## config.mk

```make
export PLATFORM = sky130hd
export DESIGN_NAME = uart_tx_fifo
export DESIGN_NICKNAME = d
export VERILOG_FILES = /design/src/rtl/uart_pkg.sv /design/src/rtl/uart_fifo_ram.sv /design/src/rtl/uart_tx_fifo.sv
export SDC_FILE = /design/constraint.sdc
export NUM_CORES = 1
export LEC_CHECK = 0
export ABC_CLOCK_PERIOD_IN_PS = 3300
export BUFFER_PORTS_ARGS = -buffer_cell sky130_fd_sc_hd__clkbuf_2
export CAP_MARGIN = 25
export CORE_UTILIZATION = 50
export CTS_CLUSTER_DIAMETER = 100
export DETAILED_ROUTE_END_ITERATION = 8
export GPL_TIMING_DRIVEN = 1
export HOLD_SLACK_MARGIN = 0.03
export PLACE_DENSITY = 0.67
export SYNTH_ARGS = -nofsm -noshare
export SYNTH_HDL_FRONTEND = slang
export SYNTH_SLANG_ARGS = --single-unit
```

## constraint.sdc

```tcl
create_clock -name clk -period 3.3 [get_ports clk]
set_input_delay 0.165 -clock clk [delete_from_list [all_inputs] [get_ports clk]]
set_output_delay 0.165 -clock clk [all_outputs]
set_load 0.005 [all_outputs]
```

## src/rtl/uart_pkg.sv

```systemverilog
// Shared UART definitions so the FIFO, transmitter and receiver agree on
// data width and frame-option encodings.
package uart_pkg;

   localparam int UART_DATA_W = 8;

   typedef logic [UART_DATA_W-1:0] uart_byte_t;

   // Parity / check bit selection
   typedef enum logic [2:0] {
      CHK_NONE   = 3'd0,
      CHK_EVEN   = 3'd1,
      CHK_ODD    = 3'd2,
      CHK_FIXED0 = 3'd3,
      CHK_FIXED1 = 3'd4
   } check_mode_e;

   // Stop bit length selection
   typedef enum logic [1:0] {
      STOP_ONE      = 2'd0,
      STOP_ONE_HALF = 2'd1,
      STOP_TWO      = 2'd2
   } stop_mode_e;

endpackage

```

## src/rtl/uart_fifo_ram.sv

```systemverilog
// DEPTH x DATA_W register array: one synchronous write port and one
// asynchronous read port so the FIFO head is visible without a read cycle.
module uart_fifo_ram #(
   parameter int DATA_W = 8,
   parameter int DEPTH  = 16,
   parameter int AW     = $clog2(DEPTH)
) (
   input  logic              clk,
   input  logic              we,
   input  logic [AW-1:0]     waddr,
   input  logic [DATA_W-1:0] wdata,
   input  logic [AW-1:0]     raddr,
   output logic [DATA_W-1:0] rdata
);

   logic [DATA_W-1:0] mem [DEPTH];

   // Contents are not reset; the pointers decide what is valid.
   always_ff @(posedge clk) begin
      if (we) mem[waddr] <= wdata;
   end

   assign rdata = mem[raddr];

endmodule

```

## src/rtl/uart_tx_fifo.sv

```systemverilog
// First-word-fall-through byte FIFO feeding the UART transmitter.
// Wrap-bit pointers give empty/full directly; level is a separate counter
// kept in step with the pointers so status outputs need no subtraction.
module uart_tx_fifo
   import uart_pkg::*;
#(
   parameter int DATA_W   = UART_DATA_W,
   parameter int DEPTH    = 16,
   parameter int AF_LEVEL = 12
) (
   input  logic                     clk,
   input  logic                     rst_n,
   input  logic                     flush,
   input  logic [DATA_W-1:0]        s_data,
   input  logic                     s_valid,
   output logic                     s_ready,
   output logic [DATA_W-1:0]        m_data,
   output logic                     m_valid,
   input  logic                     m_ready,
   output logic [$clog2(DEPTH):0]   level,
   output logic                     empty,
   output logic                     full,
   output logic                     almost_full,
   output logic                     overflow
);

   localparam int AW = $clog2(DEPTH);
   localparam int PW = AW + 1;
   localparam logic [PW-1:0] ONE = PW'(1);
   localparam logic [PW-1:0] AF  = PW'(AF_LEVEL);

   if ((DEPTH < 2) || (DEPTH > 256) || ((DEPTH & (DEPTH - 1)) != 0) ||
       (AF_LEVEL < 1) || (AF_LEVEL > DEPTH)) begin : g_bad_param
      $error("uart_tx_fifo: DEPTH must be a power of two in 2..256 and AF_LEVEL in 1..DEPTH");
   end

   logic [PW-1:0] wr_ptr, rd_ptr, level_q;
   logic          overflow_q;
   logic          push, pop;

   assign empty       = (wr_ptr == rd_ptr);
   assign full        = (wr_ptr[AW-1:0] == rd_ptr[AW-1:0]) &&
                        (wr_ptr[AW] != rd_ptr[AW]);
   assign s_ready     = !full;
   assign m_valid     = !empty;
   assign push        = s_valid && !full;
   assign pop         = m_valid && m_ready;
   assign level       = level_q;
   assign almost_full = (level_q >= AF);
   assign overflow    = overflow_q;

   uart_fifo_ram #(
      .DATA_W (DATA_W),
      .DEPTH  (DEPTH),
      .AW     (AW)
   ) u_ram (
      .clk    (clk),
      .we     (push && !flush),
      .waddr  (wr_ptr[AW-1:0]),
      .wdata  (s_data),
      .raddr  (rd_ptr[AW-1:0]),
      .rdata  (m_data)
   );

   // Pointers and occupancy; flush overrides any concurrent push/pop.
   always_ff @(posedge clk or negedge rst_n) begin
      if (!rst_n) begin
         wr_ptr  <= '0;
         rd_ptr  <= '0;
         level_q <= '0;
      end else if (flush) begin
         wr_ptr  <= '0;
         rd_ptr  <= '0;
         level_q <= '0;
      end else begin
         if (push) wr_ptr <= wr_ptr + ONE;
         if (pop)  rd_ptr <= rd_ptr + ONE;
         case ({push, pop})
            2'b10:   level_q <= level_q + ONE;
            2'b01:   level_q <= level_q - ONE;
            default: level_q <= level_q;
         endcase
      end
   end

   // Sticky flag for a byte offered while full (that byte is dropped).
   always_ff @(posedge clk or negedge rst_n) begin
      if (!rst_n)                 overflow_q <= 1'b0;
      else if (flush)             overflow_q <= 1'b0;
      else if (s_valid && full)   overflow_q <= 1'b1;
   end

endmodule

```

==> flow_metrics.env <==
export IMPL_io_buffer_count=31
export IMPL_finClkSkew_ns=0.00826
export IMPL_endpoint_kind="register"
export IMPL_antenna_found_initial=0
export IMPL_drt_iter0_markers=272
export IMPL_yosys_warnings=0
export IMPL_htree_num_levels=4
export IMPL_dp_hpwl_um=7310
export IMPL_tightest_slew_ns=0.794
export IMPL_leakage_nw=2.46
export IMPL_pwr_share_seq_pct=47.2
export IMPL_hold_viol=0
export IMPL_vias_per_cell=5.66
export IMPL_arrival_ns=3.24
export IMPL_num_rows=40
export IMPL_p_int_mw=3.32
export IMPL_synth_area_leaders="edfxtp_1 62%, mux4_1 13%, dfrtp_1 6.4%"
export IMPL_grt_overflow_total=0
export IMPL_regArea_sq_mm=0.00425
export IMPL_fin_crit_ns=2.95
export IMPL_netSwitchingPower_mw=1.01
export IMPL_ir_drop_v=0.000259
export IMPL_drv_slew=0
export IMPL_synth_cell_types=40
export IMPL_crit_fanout=12
export IMPL_setup_tns_ns=0
export IMPL_setup_viol=0
export IMPL_p_sw_share_pct=23.3
export IMPL_grt_max_degree=36
export IMPL_start_util_pct=51.5
export IMPL_core_sq_mm=0.0121
export IMPL_die_area_sq_mm=0.0129
export IMPL_ios=32
export IMPL_ant_nets=0
export IMPL_seq_area_frac_synth_pct=68.3
export IMPL_cts_clk_slew_worst_paths_ns=0.06
export IMPL_async_reset_ff_share_pct=11.1
export IMPL_ys_seq_elements=144
export IMPL_finalWirelength_um=11500
export IMPL_crit_chain="xnor2_1 -> and4_4 -> nand2_1 -> nand3_1 -> inv_1 -> ha_1 -> nor2b_1 -> o21ai_0 -> nand2b_1 -> a32oi_1 -> mux2_1"
export IMPL_cp_start_kind="register"
export IMPL_drc=0
export IMPL_slowest_delay_ns=0.47
export IMPL_clock_sinks=144
export IMPL_area_growth_syn_to_layout_pct=13.4
export IMPL_drv_cap=0
export IMPL_cts_tree="done"
export IMPL_max_slew_margin_pct=46.9
export IMPL_die_w_um=113
export IMPL_outcome="finished clean"
export IMPL_syn_nets=349
export IMPL_fin_crit_sh_pct=89.3
export IMPL_rrSetupSlack_ns=0.35
export IMPL_grt_first_pass_wirelength_um=17900
export IMPL_slowest_stage="dfrtp_1"
export IMPL_p_per_area_mw_per_mm2=614
export IMPL_rsz0062_at_grt="false"
export IMPL_syn_cell_area_sq_mm=0.00621
export IMPL_crit_required_ns=3.59
export IMPL_wire_per_inst_um=20.9
export IMPL_die_h_um=113
export IMPL_min_delay_path_class="in -> reg"
export IMPL_track_usage_pct=19.6
export IMPL_crit_buf_inv=1
export IMPL_drive_above_1_share_pct=20.7
export IMPL_first_global_vias=3050
export IMPL_critical_path_class="reg -> reg"
export IMPL_clockBufferDepth=2
export IMPL_holdWs_ns=0.137
export IMPL_synth_area_leader_cell="edfxtp_1"
export IMPL_power_frac_comb_pct=13.5
export IMPL_cts_root_buffer="clkbuf_16"
export IMPL_path_delay_family="simple AND/OR/NAND/NOR gates"
export IMPL_pwr_share_clk_pct=39.3
export IMPL_finalNetCount=390
export IMPL_insertedDiodeCount=0
export IMPL_fillers=872
export IMPL_avgSynthCellArea_sq_um=19.0
export IMPL_dr_pass1_iters=4
export IMPL_syn_inst=327
export IMPL_yosysTopAreaCellShare_pct=61.9
export IMPL_worstSkewPairLatency_ns=0.41
export IMPL_place_congestion=0.828
export IMPL_dr_total_vias=3110
export IMPL_cts_buffers=17
export IMPL_max_freq_mhz=339
export IMPL_ys_flop_type="edfxtp_1"
export IMPL_synth_edff_count=128
export IMPL_multiInputGateArea_sq_mm=0.00180
==> power by group through the flow <==
stage	Sequential [mW]	Clock, mW	Combinational [mW]
floorplan	2.07	0	0.457
global placement	2.08	0	0.579
detailed placement	2.08	0	0.587
CTS	2.04	1.73	0.589
global route	2.04	1.82	0.634
finish	2.04	1.70	0.585
==> repair_timing <==
item,CTS,global route
buffers inserted,0,0
resized for setup,0,1
setup endpoints to repair,0,1
hold endpoints to repair,16,0
hold buffers,1,0
==> layout make-up <==
class	instances	share of cell area, %
clock buffer	18	6.09
clock inverter	14	1.37
inverter	13	0.693
multi-input combinational	153	25.5
sequential	144	60.3
tap	168	2.98
timing repair buffer	39	3.09
==> worst register-to-register path, cell delays in order (launching register included) <==
cell and delay (ns):
dfrtp_1 0.47, xnor2_1 0.26, and4_4 0.38, nand2_1 0.16
nand3_1 0.18, inv_1 0.09, ha_1 0.32, nor2b_1 0.14
o21ai_0 0.20, nand2b_1 0.09, a32oi_1 0.21, mux2_1 0.35
==> state kept, by name, summed over array words and instances, names as in the netlist <==
| register | count |
|---|---|
| rd_ptr | 5 |
| overflow | 1 |
| wr_ptr | 5 |
| level | 5 |
| u_ram.mem | 128 |
==> layer usage <==
layer | up-vias | part of all wire (%) | global-route usage (%)
met5 | - | 0 | 0
met4 | 0 | 0.76 | 6.58
met3 | 6 | 4.0 | 4.99
met2 | 76 | 49 | 29.8
met1 | 1630 | 46 | 28.1
li1 | 1398 | - | -
==> stage by stage <==
stage	util (%)	cell area (sq um)	power, mW	cells	setup WS (ns)
CTS	58.4	7040	4.36	549	0.235
finish	58.4	7040	4.32	549	0.354
global placement	54.0	6510	2.65	516	0.419
floorplan	-	6210	2.53	327	0.585
global route	58.4	7040	4.49	549	0.0510
detailed placement	54.0	6510	2.66	516	0.239
==> synthesized netlist by cell type, types with 2 or more instances <==
master	n
o21ai_0	7
nor2_1	20
mux4_2	10
xnor2_1	13
nand2_1	6
nand2b_1	2
buf_2	2
a21oi_1	12
xor2_1	2
edfxtp_1	128
buf_6	4
inv_1	13
and2_1	9
dfrtp_1	16
ha_1	8
nand3_1	5
clkbuf_1	8
nand4_1	7
a211oi_1	2
mux2i_1	2
a21o_1	2
mux4_1	30
nor2b_1	2
==> worst paths after layout <==
path | start | endpoint | depth (start not counted)
min in group asynchronous | rst_n | rd_ptr[4] | 2
hold / removal | m_ready | rd_ptr[1] | 3
setup reg to reg | wr_ptr[3] | level[4] | 11
hold reg to reg | overflow | overflow | 2
setup / recovery | wr_ptr[3] | level[4] | 11
max in group asynchronous | rst_n | rd_ptr[0] | 2
==> layout by cell type (no fill, tap or decap), types with 2 or more instances in the layout <==
master,count
edfxtp_1,128
clkbuf_2,31
mux4_1,30
nor2_1,20
clkbuf_16,17
dfrtp_1,15
xnor2_1,13
inv_1,13
a21oi_1,12
mux4_2,10
and2_1,9
ha_1,8
nand4_1,7
clkinv_1,7
buf_4,7
nand2_1,6
o21ai_0,6
nand3_1,5
clkinv_2,3
a21o_1,2
xor2_1,2
nand2b_1,2
a211oi_1,2
nor2b_1,2
mux2i_1,2
inv_6,2
==> cells by family (layout without fill, tap and decap cells) <==
| group | after synthesis | after routing | share of synthesized area [%] |
|---|---|---|---|
| buffers and inverters | 30 | 84 | 2.78 |
| adder cells (fa/ha/maj) | 9 | 9 | 1.93 |
| multiplexers | 45 | 45 | 17.4 |
| XOR/XNOR | 16 | 16 | 2.38 |
| AND/OR/NAND/NOR | 57 | 57 | 4.83 |
| flip-flops | 144 | 144 | 68.3 |
| AO/OA/AOI/OAI | 26 | 26 | 2.40 |
Note: power is estimated with default switching activity, not from simulation.
